<file path="config.mk">
export PLATFORM = sky130hd
export DESIGN_NAME = lrsc_reservation_ctrl
export DESIGN_NICKNAME = d
export VERILOG_FILES = /design/src/rtl/lrsc_reservation_ctrl.sv
export SDC_FILE = /design/constraint.sdc
export NUM_CORES = 1
export LEC_CHECK = 0
export ABC_CLOCK_PERIOD_IN_PS = 2500
export BUFFER_PORTS_ARGS = -buffer_cell sky130_fd_sc_hd__buf_2
export CORE_MARGIN = 3
export CORE_UTILIZATION = 44
export DETAILED_ROUTE_END_ITERATION = 8
export PLACE_DENSITY = 0.87
export SYNTH_ARGS = -nofsm -noshare
export SYNTH_HDL_FRONTEND = slang
export SYNTH_SLANG_ARGS = --single-unit
</file>
<file path="constraint.sdc">
create_clock -name io_clock -period 2.5 [get_ports io_clock]
set_input_delay 0.25 -clock io_clock [delete_from_list [all_inputs] [get_ports io_clock]]
set_output_delay 0.25 -clock io_clock [all_outputs]
set_load 0.03 [all_outputs]
</file>
<file path="src/rtl/lrsc_reservation_ctrl.sv">
// lrsc_reservation_ctrl: per-core LR/SC reservation tracker.
// Records the granule on LR, resolves SC to success/fail one cycle later,
// stalls matching probes for BLOCK_CYC cycles after an LR and self-expires
// the reservation after TIMEOUT_CYC cycles in RESV.
// Optional difftest event output: define LRSC_DIFFTEST_EN.
// Assumes GRAN_LG2 >= 1, BLOCK_CYC >= 1, TIMEOUT_CYC >= 2.
`timescale 1ns/1ps
module lrsc_reservation_ctrl #(
  parameter int unsigned ADDR_W      = 64,
  parameter int unsigned GRAN_LG2    = 6,
  parameter int unsigned BLOCK_CYC   = 16,
  parameter int unsigned TIMEOUT_CYC = 1024,
  parameter logic [7:0]  CORE_ID     = 8'd0
) (
  input  logic              io_clock,
  input  logic              io_reset_n,
  input  logic              io_lr_valid,
  input  logic [ADDR_W-1:0] io_lr_addr,
  input  logic              io_sc_valid,
  input  logic [ADDR_W-1:0] io_sc_addr,
  output logic              io_sc_resp_valid,
  output logic              io_sc_resp_success,
  input  logic              io_inv_valid,
  input  logic [ADDR_W-1:0] io_inv_addr,
  output logic              io_inv_ready,
  input  logic              io_flush,
  output logic              io_rsv_valid,
  output logic [ADDR_W-1:0] io_rsv_addr,
  output logic              io_diff_valid,
  output logic              io_diff_success,
  output logic [7:0]        io_diff_coreid
);

  localparam int unsigned GW    = ADDR_W - GRAN_LG2;
  localparam int unsigned BLK_W = (BLOCK_CYC > 1) ? $clog2(BLOCK_CYC) : 1;
  localparam int unsigned AGE_W = $clog2(TIMEOUT_CYC);
  localparam logic [BLK_W-1:0] BlkInit = BLK_W'(BLOCK_CYC - 1);
  localparam logic [AGE_W-1:0] AgeLast = AGE_W'(TIMEOUT_CYC - 1);

  typedef enum logic [1:0] {StIdle, StBlock, StResv} state_e;

  state_e           state_q;
  logic [GW-1:0]    granule_q;
  logic [BLK_W-1:0] blk_cnt_q;
  logic [AGE_W-1:0] age_cnt_q;
  logic             sc_resp_valid_q;
  logic             sc_resp_success_q;
  logic             sc_match;
  logic             inv_match;

  // Granule compares and probe acceptance (only a matching probe in BLOCK stalls).
  always_comb begin
    sc_match     = (io_sc_addr[ADDR_W-1:GRAN_LG2] == granule_q);
    inv_match    = (io_inv_addr[ADDR_W-1:GRAN_LG2] == granule_q);
    io_inv_ready = !((state_q == StBlock) && io_inv_valid && inv_match);
  end

  // Reservation FSM; priority flush > SC > LR > probe > counting.
  always_ff @(posedge io_clock or negedge io_reset_n) begin
    if (!io_reset_n) begin
      state_q           <= StIdle;
      granule_q         <= '0;
      blk_cnt_q         <= '0;
      age_cnt_q         <= '0;
      sc_resp_valid_q   <= 1'b0;
      sc_resp_success_q <= 1'b0;
    end else begin
      sc_resp_valid_q   <= 1'b0;
      sc_resp_success_q <= 1'b0;
      if (io_flush) begin
        // Same-cycle SC is dropped without a response; LR is ignored.
        state_q <= StIdle;
      end else if (io_sc_valid) begin
        // SC is ordered ahead of any same-cycle probe, so it sees the old state.
        sc_resp_valid_q   <= 1'b1;
        sc_resp_success_q <= (state_q != StIdle) && sc_match;
        state_q           <= StIdle;
      end else if (io_lr_valid) begin
        granule_q <= io_lr_addr[ADDR_W-1:GRAN_LG2];
        state_q   <= StBlock;
        blk_cnt_q <= BlkInit;
        age_cnt_q <= '0;
      end else begin
        unique case (state_q)
          StIdle: ;
          StBlock: begin
            if (blk_cnt_q == '0) begin
              state_q <= StResv;
            end else begin
              blk_cnt_q <= blk_cnt_q - 1'b1;
            end
          end
          StResv: begin
            if (io_inv_valid && inv_match) begin
              state_q <= StIdle;
            end else if (age_cnt_q == AgeLast) begin
              state_q <= StIdle;
            end else begin
              age_cnt_q <= age_cnt_q + 1'b1;
            end
          end
          default: state_q <= StIdle;
        endcase
      end
    end
  end

  assign io_sc_resp_valid   = sc_resp_valid_q;
  assign io_sc_resp_success = sc_resp_success_q;
  assign io_rsv_valid       = (state_q != StIdle);
  assign io_rsv_addr        = {granule_q, {GRAN_LG2{1'b0}}};

  // Offset bits inside a granule never take part in any compare.
  logic unused_low_bits;
  assign unused_low_bits = ^{io_lr_addr[GRAN_LG2-1:0], io_sc_addr[GRAN_LG2-1:0],
                             io_inv_addr[GRAN_LG2-1:0]};

`ifdef LRSC_DIFFTEST_EN
  // One difftest event per SC response, aligned with it.
  assign io_diff_valid   = sc_resp_valid_q;
  assign io_diff_success = sc_resp_success_q;
  assign io_diff_coreid  = CORE_ID;
`else
  assign io_diff_valid   = 1'b0;
  assign io_diff_success = 1'b0;
  assign io_diff_coreid  = 8'd0;
  logic [7:0] unused_core_id;
  assign unused_core_id = CORE_ID;
`endif

endmodule

</file>
==> results.txt <==
Initial core utilization: 46.10%
Arr. time, crit path: 2380 ps
Die area: 11690 µm²
Clock slew at the register clock pins of the worst setup and hold paths: 80 ps
First-pass GRT wire length: 24.07 mm
Max-Cap Viols: 0
Synth area leader: dfrtp_1
Number of DRC markers in iteration 0: 225
Number of port buffers: 241
Leak: 3.360 nW
Slew margin rel.: 33.93%
Yosys reg bits: 76
H-tree depth: 3
EDFF count, synth: 0
Clock sinks: 76
GPL Wtd Cong: 0.8929
Failing checks: setup timing
Cells after Synth: 528
Worst skew pair latency: 350 ps
Die height: 108.1 µm
Setup WS pre-CTS: 141.4 ps
Via count: 4673
Vias in the first global route: 4757
VDD IR max: 345.8 µV
DRT antenna net count: 0
Worst hold path type: in -> async
Rows: 36
Top_reg_cell synth: dfrtp_1
Area growth from synthesis to layout: 38.14%
Required time of the critical path: 2250 ps
Maximum fanout along the worst path: 2
Final wirelength: 15.90 mm
Total power draw: 4.146 mW
Largest net degree at the start of global routing: 77
Final period util: 105.1%
Unrepaired setup endpoints after global routing: true
Final #Nets: 989
Number of vias per cell: 5.046
Sequential share of the synthesized area: 41.44%
Commonest cells post-synth: nand2_1, dfrtp_1, xnor2_1
Syn Std Cell Area: 4589 µm²
Remaining DRCs: 0
CTS root buf: clkbuf_8
GRT Overall Usage: 26.99%
1st-pass router iterations: 5
Synth unique cells: 50
Share of synthesized registers carrying an async set or reset: 100.0%
WL/cell: 17.17 µm
Final setup viols: 1
Status: complete, but fails checks
IO Pins: 276
Worst Path Class, Setup: reg -> out
CTS tree: built
Initial antenna violation count: 0
Ranking of synthesized cells by area: dfrtp_1, nand2_1, xnor2_1
Ant diodes: 0
Synth Area per Inst: 8.692 µm²
Placed Cells: 903
Clock tree buffer depth: 2
Final Hold Vio Count: 0
Grt total ovfl: 0
Post-layout min period: 2626 ps
Skew final: 10.67 ps
Slew at the pin with the worst max-slew slack: 991.1 ps
Hold_ws: 55.58 ps
Die Wd: 108.1 µm
Startpoint Class: flip-flop
Total number of yosys warnings: 0
FILL cells: 871
DP HPWL: 12.61 mm
CORE AREA: 9955 µm²
Fin Setup TNS: -126.3 ps
CTS buffer count: 9
Fin. max-slew vios: 0
Yosys top cell area share: 41.44%
Pwr dens: 654.0 nW/µm²
FMAX: 380.8 MHz
Layout cells sized above 1: 39.97%
Most common cell in the synthesized netlist: nand2_1
CP endpoint kind: output pin
Non-Filler Instances: 926
Setup ws final: -126.3 ps
## critical path: stages, from the launching register on
cell	delay, ps
dfrtp_1	390
nor2b_4	120
a2111o_1	420
nor4_4	320
nand4_2	180
or4_4	450
buf_6	150
## through the flow
| step | utilization, % | area [µm²] |
|---|---|---|
| final | 63.69 | 6340 |
| after global routing | 63.69 | 6340 |
| after CTS | 62.80 | 6251 |
| after detailed placement | 60.04 | 5977 |
| after global placement | 60.04 | 5977 |
| after floorplan | - | 4646 |
## flip-flops by register name, summed over array words and instances (netlist names)
name / count
state_q: 2
blk_cnt_q: 4
io_sc_resp_valid: 1
io_sc_resp_success: 1
granule_q: 58
age_cnt_q: 10
## layout by cell type (no fill, tap or decap), types with 2 or more instances in the layout
| cell type | count |
|---|---|
| xnor2_2 | 5 |
| o2111ai_1 | 4 |
| nand2b_1 | 10 |
| clkbuf_8 | 10 |
| o221ai_1 | 2 |
| bufinv_16 | 2 |
| nand3_1 | 4 |
| nand4_1 | 17 |
| buf_2 | 239 |
| and3_1 | 2 |
| dfrtp_2 | 4 |
| or3_1 | 3 |
| nor4_2 | 3 |
| a221oi_1 | 3 |
| dfrtp_1 | 72 |
| a21oi_1 | 3 |
| xor2_1 | 42 |
| or3_2 | 4 |
| nand2_1 | 175 |
| a21oi_2 | 8 |
| ha_1 | 2 |
| inv_1 | 17 |
| or2_2 | 2 |
| xnor2_1 | 50 |
| nor4_1 | 12 |
| buf_4 | 24 |
| nor2b_1 | 3 |
| o22ai_1 | 2 |
| nor2_1 | 6 |
| o21ai_0 | 7 |
| conb_1 | 16 |
| o21ai_1 | 9 |
## logic make-up after synthesis
logic type / share of synthesized area [%]
AND/OR/NAND/NOR: 25.82
buffers and inverters: 5.398
AO/OA/AOI/OAI: 7.634
multiplexers: 0.2181
flip-flops: 41.44
other: 0.08171
XOR/XNOR: 18.87
adder cells (fa/ha/maj): 0.5452
## area by class of cell
type                       count  area (µm²)  area share (%)
multi-input combinational    419        2576           40.64
sequential                    76        1907           30.08
timing repair buffer         265        1408           22.20
tap                          133       166.4           2.625
clock buffer                  11       141.4           2.230
clock inverter                 4       73.82           1.164
inverter                      18       67.56           1.066
## routing by layer
layer / track usage [%] / wire, µm / up-vias
met5: 0 / 0 / -
met4: 7.574 / 301 / 0
met3: 5.970 / 1361 / 25
met2: 48.13 / 8099 / 241
met1: 32.75 / 6133 / 2179
li1: - / - / 2228
## path summary, 6_finish.rpt
| check | cells past startpoint | slack (ps) | end | start |
|---|---|---|---|---|
| max | 6 | -130 | io_inv_ready | granule_q[41] |
| min | 1 | 60 | io_sc_resp_valid | io_reset_n |
| max reg2reg | 8 | 270 | age_cnt_q[5] | age_cnt_q[0] |
| min reg2reg | 1 | 500 | blk_cnt_q[0] | blk_cnt_q[0] |
| max in group asynchronous | 1 | 1740 | granule_q[36] | io_reset_n |
| min in group io_clock | 3 | 80 | granule_q[49] | io_lr_addr[55] |
## timing repair
| item | 4_1_cts | 5_1_grt |
|---|---|---|
| endpoints found under the setup margin | 1 | 1 |
| setup buffers | 3 | 5 |
| pin swaps | 7 | 9 |
| resized for setup | 7 | 11 |
| hold buffers | 0 | 0 |
## power by group
group / leakage [nW] / total [mW] / internal, mW / switching [mW]
sequential: 0.945 / 1.64 / 1.39 / 0.242
clock: 0.109 / 1.05 / 0.585 / 0.469
combinational: 2.31 / 1.46 / 0.582 / 0.874
total: 3.36 / 4.15 / 2.56 / 1.59
Note: power is estimated with default switching activity, not from simulation.
